[src/rtl/seg_scan_ctrl.sv]
// Multiplexed seven-segment scan controller with tear-free double buffering,
// per-digit blanking/blinking, decimal points and leading-zero suppression.
module seg_scan_ctrl #(
  parameter int DIGITS       = 8,
  parameter int SCAN_DIV     = 100000,
  parameter int BLINK_FRAMES = 32
) (
  input  logic                  clk,
  input  logic                  rst_n_i,
  input  logic                  hold_i,
  input  logic                  load_i,
  input  logic [4*DIGITS-1:0]   data_i,
  input  logic [DIGITS-1:0]     dp_i,
  input  logic [DIGITS-1:0]     blank_i,
  input  logic [DIGITS-1:0]     blink_i,
  input  logic                  lz_en_i,
  output logic [DIGITS-1:0]     an_o,
  output logic [6:0]            seg_o,
  output logic                  dp_o,
  output logic                  frame_o,
  output logic                  pend_o
);

  localparam int IW = (DIGITS > 2) ? $clog2(DIGITS) : 1;
  localparam int CW = $clog2(SCAN_DIV);
  localparam int BW = (BLINK_FRAMES > 1) ? $clog2(BLINK_FRAMES) : 1;

  localparam logic [CW-1:0] CNT_LAST = CW'(SCAN_DIV - 1);
  localparam logic [IW-1:0] IDX_LAST = IW'(DIGITS - 1);
  localparam logic [BW-1:0] BLK_LAST = BW'(BLINK_FRAMES - 1);

  // Active-high abcdefg pattern for one hex nibble.
  function automatic logic [6:0] hex_to_seg(input logic [3:0] nib);
    logic [6:0] seg;
    case (nib)
      4'h0:    seg = 7'h3F;
      4'h1:    seg = 7'h06;
      4'h2:    seg = 7'h5B;
      4'h3:    seg = 7'h4F;
      4'h4:    seg = 7'h66;
      4'h5:    seg = 7'h6D;
      4'h6:    seg = 7'h7D;
      4'h7:    seg = 7'h07;
      4'h8:    seg = 7'h7F;
      4'h9:    seg = 7'h6F;
      4'hA:    seg = 7'h77;
      4'hB:    seg = 7'h7C;
      4'hC:    seg = 7'h39;
      4'hD:    seg = 7'h5E;
      4'hE:    seg = 7'h79;
      4'hF:    seg = 7'h71;
      default: seg = 7'h00;
    endcase
    return seg;
  endfunction

  logic [CW-1:0]         cnt_r;
  logic [IW-1:0]         idx_r;
  logic [BW-1:0]         blink_cnt_r;
  logic                  blink_ph_r;

  logic                  pend_r;
  logic [4*DIGITS-1:0]   pend_data_r;
  logic [DIGITS-1:0]     pend_dp_r;
  logic [DIGITS-1:0]     pend_blank_r;
  logic [DIGITS-1:0]     pend_blink_r;

  logic [4*DIGITS-1:0]   sh_data_r;
  logic [DIGITS-1:0]     sh_dp_r;
  logic [DIGITS-1:0]     sh_blank_r;
  logic [DIGITS-1:0]     sh_blink_r;

  logic [DIGITS-1:0]     an_r;
  logic [6:0]            seg_r;
  logic                  dp_r;
  logic                  frame_r;

  logic                  tick_s;
  logic                  wrap_s;
  logic                  commit_s;
  logic [DIGITS-1:0]     lz_mask_s;
  logic [DIGITS-1:0]     an_dec_s;
  logic [3:0]            nib_s;
  logic                  dp_sel_s;
  logic                  blank_sel_s;
  logic                  blink_sel_s;
  logic                  lz_sel_s;
  logic                  vis_s;

  // Slot and frame boundary decode; hold freezes the scan so no tick can occur.
  always_comb begin
    tick_s   = (~hold_i) & (cnt_r == CNT_LAST);
    wrap_s   = tick_s & (idx_r == IDX_LAST);
    commit_s = pend_r & (wrap_s | hold_i);
  end

  // Prescaler: one digit slot is SCAN_DIV cycles.
  always_ff @(posedge clk or negedge rst_n_i) begin
    if (!rst_n_i) begin
      cnt_r <= {CW{1'b0}};
    end else if (hold_i || tick_s) begin
      cnt_r <= {CW{1'b0}};
    end else begin
      cnt_r <= cnt_r + CW'(1);
    end
  end

  // Digit index walks 0..DIGITS-1 once per slot.
  always_ff @(posedge clk or negedge rst_n_i) begin
    if (!rst_n_i) begin
      idx_r <= {IW{1'b0}};
    end else if (hold_i) begin
      idx_r <= {IW{1'b0}};
    end else if (tick_s) begin
      idx_r <= (idx_r == IDX_LAST) ? {IW{1'b0}} : idx_r + IW'(1);
    end else begin
      idx_r <= idx_r;
    end
  end

  // Blink phase flips after every BLINK_FRAMES completed frames.
  always_ff @(posedge clk or negedge rst_n_i) begin
    if (!rst_n_i) begin
      blink_cnt_r <= {BW{1'b0}};
      blink_ph_r  <= 1'b0;
    end else if (wrap_s) begin
      if (blink_cnt_r == BLK_LAST) begin
        blink_cnt_r <= {BW{1'b0}};
        blink_ph_r  <= ~blink_ph_r;
      end else begin
        blink_cnt_r <= blink_cnt_r + BW'(1);
        blink_ph_r  <= blink_ph_r;
      end
    end else begin
      blink_cnt_r <= blink_cnt_r;
      blink_ph_r  <= blink_ph_r;
    end
  end

  // Pending buffer: a new load always wins, even on the cycle the old contents commit.
  always_ff @(posedge clk or negedge rst_n_i) begin
    if (!rst_n_i) begin
      pend_r       <= 1'b0;
      pend_data_r  <= {(4*DIGITS){1'b0}};
      pend_dp_r    <= {DIGITS{1'b0}};
      pend_blank_r <= {DIGITS{1'b0}};
      pend_blink_r <= {DIGITS{1'b0}};
    end else if (load_i) begin
      pend_r       <= 1'b1;
      pend_data_r  <= data_i;
      pend_dp_r    <= dp_i;
      pend_blank_r <= blank_i;
      pend_blink_r <= blink_i;
    end else if (commit_s) begin
      pend_r       <= 1'b0;
    end else begin
      pend_r       <= pend_r;
    end
  end

  // Shadow buffer only changes at a frame boundary or under hold, so a frame never tears.
  always_ff @(posedge clk or negedge rst_n_i) begin
    if (!rst_n_i) begin
      sh_data_r  <= {(4*DIGITS){1'b0}};
      sh_dp_r    <= {DIGITS{1'b0}};
      sh_blank_r <= {DIGITS{1'b0}};
      sh_blink_r <= {DIGITS{1'b0}};
    end else if (commit_s) begin
      sh_data_r  <= pend_data_r;
      sh_dp_r    <= pend_dp_r;
      sh_blank_r <= pend_blank_r;
      sh_blink_r <= pend_blink_r;
    end else begin
      sh_data_r  <= sh_data_r;
      sh_dp_r    <= sh_dp_r;
      sh_blank_r <= sh_blank_r;
      sh_blink_r <= sh_blink_r;
    end
  end

  // Leading-zero mask: a digit is dark when it and every digit above it are zero.
  always_comb begin
    logic run_v;
    lz_mask_s = {DIGITS{1'b0}};
    run_v     = 1'b1;
    for (int k = DIGITS - 1; k >= 1; k--) begin
      run_v        = run_v & (sh_data_r[4*k +: 4] == 4'h0);
      lz_mask_s[k] = lz_en_i & run_v;
    end
  end

  // Select the attributes of the digit currently being scanned.
  always_comb begin
    nib_s       = 4'h0;
    dp_sel_s    = 1'b0;
    blank_sel_s = 1'b0;
    blink_sel_s = 1'b0;
    lz_sel_s    = 1'b0;
    an_dec_s    = {DIGITS{1'b1}};
    for (int k = 0; k < DIGITS; k++) begin
      nib_s       = (idx_r == IW'(k)) ? sh_data_r[4*k +: 4] : nib_s;
      dp_sel_s    = (idx_r == IW'(k)) ? sh_dp_r[k]          : dp_sel_s;
      blank_sel_s = (idx_r == IW'(k)) ? sh_blank_r[k]       : blank_sel_s;
      blink_sel_s = (idx_r == IW'(k)) ? sh_blink_r[k]       : blink_sel_s;
      lz_sel_s    = (idx_r == IW'(k)) ? lz_mask_s[k]        : lz_sel_s;
      an_dec_s[k] = (idx_r != IW'(k));
    end
    vis_s = ~(blank_sel_s | (blink_sel_s & blink_ph_r) | lz_sel_s);
  end

  // Registered drive stage; hold and invisible digits both force every line inactive.
  always_ff @(posedge clk or negedge rst_n_i) begin
    if (!rst_n_i) begin
      an_r    <= {DIGITS{1'b1}};
      seg_r   <= 7'h7F;
      dp_r    <= 1'b1;
      frame_r <= 1'b0;
    end else if (hold_i) begin
      an_r    <= {DIGITS{1'b1}};
      seg_r   <= 7'h7F;
      dp_r    <= 1'b1;
      frame_r <= 1'b0;
    end else if (vis_s) begin
      an_r    <= an_dec_s;
      seg_r   <= ~hex_to_seg(nib_s);
      dp_r    <= ~dp_sel_s;
      frame_r <= wrap_s;
    end else begin
      an_r    <= {DIGITS{1'b1}};
      seg_r   <= 7'h7F;
      dp_r    <= 1'b1;
      frame_r <= wrap_s;
    end
  end

  assign an_o    = an_r;
  assign seg_o   = seg_r;
  assign dp_o    = dp_r;
  assign frame_o = frame_r;
  assign pend_o  = pend_r;

endmodule

[config.mk]
export PLATFORM = sky130hd
export DESIGN_NAME = seg_scan_ctrl
export DESIGN_NICKNAME = d
export VERILOG_FILES = /design/src/rtl/seg_scan_ctrl.sv
export SDC_FILE = /design/constraint.sdc
export NUM_CORES = 1
export LEC_CHECK = 0
export ABC_AREA = 1
export CAP_MARGIN = 20
export CORE_MARGIN = 2
export CORE_UTILIZATION = 53
export CTS_BUF_LIST = sky130_fd_sc_hd__clkbuf_4 sky130_fd_sc_hd__clkbuf_8
export CTS_CLUSTER_SIZE = 10
export DETAILED_ROUTE_END_ITERATION = 8
export GPL_ROUTABILITY_DRIVEN = 1
export GPL_TIMING_DRIVEN = 0
export PLACE_DENSITY = 0.79
export SLEW_MARGIN = 15
export SYNTH_ARGS = -nofsm -noshare
export SYNTH_HDL_FRONTEND = slang
export SYNTH_SLANG_ARGS = --single-unit
[constraint.sdc]
create_clock -name clk -period 2.15 [get_ports clk]
set_input_delay 0.645 -clock clk [delete_from_list [all_inputs] [get_ports clk]]
set_output_delay 0.645 -clock clk [all_outputs]
set_load 0.005 [all_outputs]
==> results.json <==
{
  "dp_hpwl_um": 11400,
  "synth_cells": 818,
  "required_ns": 2.56,
  "wl_um": 17700,
  "die_area_mm2": 0.0143,
  "p_seq_share_pct": 49.3,
  "p_clk_share_pct": 31.2,
  "synth_area_leaders": "dfrtp_1 49%, nand2_1 12%, o21ai_0 7.6%, dfstp_2 5.9%, inv_1 5.7%",
  "rsz0062_at_grt": "yes",
  "ant_nets": 0,
  "area_delta_synth_final_pct": 30.4,
  "die_w_um": 120,
  "ys_top_cells_by_count": "223 x nand2_1, 140 x dfrtp_1, 108 x inv_1",
  "final_max_slew_viol_count": 0,
  "netlist_area_mm2": 0.00708,
  "slowest_stage": "dfrtp_2",
  "setup_tns_ns": -3.08,
  "synth_top_family_by_area": "simple AND/OR/NAND/NOR gates",
  "drc": 0,
  "post-route-period-util_pct": 113,
  "die_y_um": 120,
  "crit_path_frequent_cell": "nand2_1",
  "synthAdderAreaFrac_pct": 2.65,
  "antenna_found_initial": 0,
  "diodes": 0,
  "synth-edff-count": 0,
  "clock_latency_ns": 0.47,
  "synth_compound_area_share_pct": 10.9,
  "vias": 5979,
  "drt_pass1_iterations": 6,
  "finalHoldWorstSlack_ns": 0.0824,
  "multiInputGateArea_mm2": 0.00291,
  "fillers": 955,
  "synth_area_leader_cell": "dfrtp_1",
  "critPathLaunchType": "flop",
  "internal_power_mw": 4.97,
  "power.total_mw": 7.05,
  "port_buffers": 77,
  "maxCapViolCount": 0,
  "drt_iter0_drc": 643,
  "grt_max_degree": 104,
  "p_comb_share_pct": 19.6,
  "place_congestion": 0.956,
  "max_freq_ghz": 0.413,
  "final_nets": 1026,
  "synth.most_common_cell": "nand2_1",
  "num_rows": 42,
  "grt_pass1_wl_um": 27900,
  "initial_utilization_pct": 53.9,
  "synth_xor_area_share_pct": 0.247,
  "layout-drive-gt1-share_pct": 21.3,
  "clock-root-buffer": "clkbuf_8",
  "fin_ws_ns": -0.273,
  "path_class": "reg -> reg",
  "grt_usage_pct": 25.0,
  "cts_buffers": 17,
  "synthFlopType": "dfrtp_1",
  "core_area_mm2": 0.0131,
  "worst_pin_slew_ns": 0.720,
  "grt_overflow": 0,
  "clk_pin_slew_ns": 0.08,
  "period_minus_slack_ns": 2.42,
  "swShare_pct": 29.5,
  "ys_warn_count": 0,
  "finalClockSkew_ns": 0.0156,
  "power_density_mw_per_mm2": 764,
  "slew_headroom_pct": 52.0,
  "syn_nets": 894,
  "wl_per_cell_um": 15.5,
  "yosysSeqAreaShare_pct": 55.4,
  "tritoncts": "built",
  "p_leak_nw": 4.38,
  "hold_class": "in -> async",
  "critical-path-top-delay-family": "simple AND/OR/NAND/NOR gates",
  "seqCellArea_mm2": 0.00393,
  "ctsLongestPathBuffers": 2,
  "setup_viol": 32,
  "hold_viol": 0,
  "ir_drop_mv": 0.570,
  "outcome": "finished, violations left",
  "synth_top_area_share_pct": 49.5,
  "async_reset_ff_share_pct": 100,
  "cp-end-kind": "flop",
  "yosys.area_share.simple_pct": 20.4,
  "ys_ff_latch": 156,
  "cp_max_fo": 4,
  "p_sw_mw": 2.08,
  "synth_mux_area_share_pct": 2.37,
  "violations": "setup timing",
  "viasPerCell": 5.25,
  "cts.sinks": 156,
  "synth.avg_cell_area_um2": 8.65,
  "h-tree-depth": 4,
  "arrival_ns": 2.83,
  "max_stage_delay_ns": 0.45,
  "ios": 79,
  "synth.distinct_cells": 44,
  "path_buf_inv": 5,
  "grt_pass1_vias": 5907,
  "crit_chain": "buf_6, ha_4, buf_6, nor2_1, nand2_1, nand3_1, nand3_1, nand2_1, nand2_1, nand2_1, nand2_1, nand2_2, nand2_4, inv_4, ha_4, inv_2, nand3_2, nand3_2, nand2_1, inv_1, nand2_1"
}
==> layout by cell type (no fill, tap or decap), types with 4 or more instances in the layout <==
master / instances
a21oi_1: 17
buf_4: 28
buf_6: 14
clkbuf_1: 11
clkbuf_4: 5
clkbuf_8: 18
clkdlybuf4s50_1: 68
dfrtp_1: 137
dfstp_2: 16
dlymetal6s2s_1: 8
ha_4: 10
inv_1: 99
inv_2: 7
inv_4: 6
inv_6: 6
mux2_2: 14
nand2_1: 201
nand2_2: 22
nand2_4: 4
nand3_1: 30
nand3_2: 10
nand4_1: 5
nor2_1: 37
nor2_4: 5
nor3_1: 6
nor4_1: 4
o21ai_0: 100
o21ai_1: 15
==> power groups by stage <==
stage	registers [mW]	clock network [mW]	logic (mW)
global placement	3.51	0	1.07
global route	3.50	2.35	1.54
CTS	3.47	2.22	1.28
detailed placement	3.52	0	1.10
finish	3.47	2.20	1.38
floorplan	3.46	0	0.659
==> registers in the layout, summed over array words and instances, names as in the netlist, 3 cells and up <==
signal	count
sh_blink_r	8
cnt_r	17
sh_data_r	32
blink_cnt_r	5
an_o	8
seg_o	7
idx_r	3
sh_blank_r	8
pend_dp_r	8
sh_dp_r	8
pend_blank_r	8
pend_blink_r	8
pend_data_r	32
==> metal layers <==
layer  track usage (%)  wire, um  vias to the layer above
met5                 0         0                        -
met4              12.8       785                        0
met3              6.46      1080                       68
met2              38.9      8470                      232
met1              32.4      7380                     2822
li1                  -         -                     2857
==> per-stage QoR <==
step	instance area (um2)	utilization, %	instances	worst slack [ns]
after detailed placement	8170	62.2	1072	-0.587
after floorplan	7140	-	818	-0.0199
final	9230	70.3	1139	-0.273
after global routing	9230	70.3	1139	-0.379
after CTS	8930	68.0	1128	-0.127
after global placement	8130	61.9	1071	-6.29
==> path summary, 6_finish.rpt <==
| kind | start | depth (start not counted) | slack [ns] | to |
|---|---|---|---|---|
| setup / recovery | idx_r[0] | 21 | -0.27 | seg_o[0] |
| hold / removal | rst_n_i | 1 | 0.08 | cnt_r[13] |
| setup reg to reg | idx_r[0] | 21 | -0.27 | seg_o[0] |
| hold reg to reg | pend_data_r[30] | 2 | 0.47 | sh_data_r[30] |
| max in group asynchronous | rst_n_i | 2 | 1.24 | sh_blank_r[4] |
| min in group clk | pend_data_r[30] | 2 | 0.47 | sh_data_r[30] |
==> layout make-up <==
type	count	share of cell area [%]
Clock buffer	20	2.78
Inverter	114	4.91
Tap cell	176	2.39
Multi-Input combinational cell	519	31.5
Sequential cell	156	42.5
Clock inverter	12	1.48
Buffer	28	1.90
Timing Repair Buffer	114	12.5
==> timing repair <==
action	in CTS	in global routing
hold buffers	0	0
pin swaps	25	20
gates cloned	1	0
resized for setup	57	67
setup endpoints to repair	72	94
setup buffers	24	11
==> cells by family (layout without fill, tap and decap cells) <==
family | Yosys count | in the layout
and+or+nand+nor | 341 | 341
DFF | 156 | 156
AOI/OAI and AO/OA | 146 | 146
buffers and inverters | 143 | 288
adders and majority gates | 15 | 15
muxes | 15 | 15
xor gates and xnor gates | 2 | 2
Note: power is estimated with default switching activity, not from simulation.
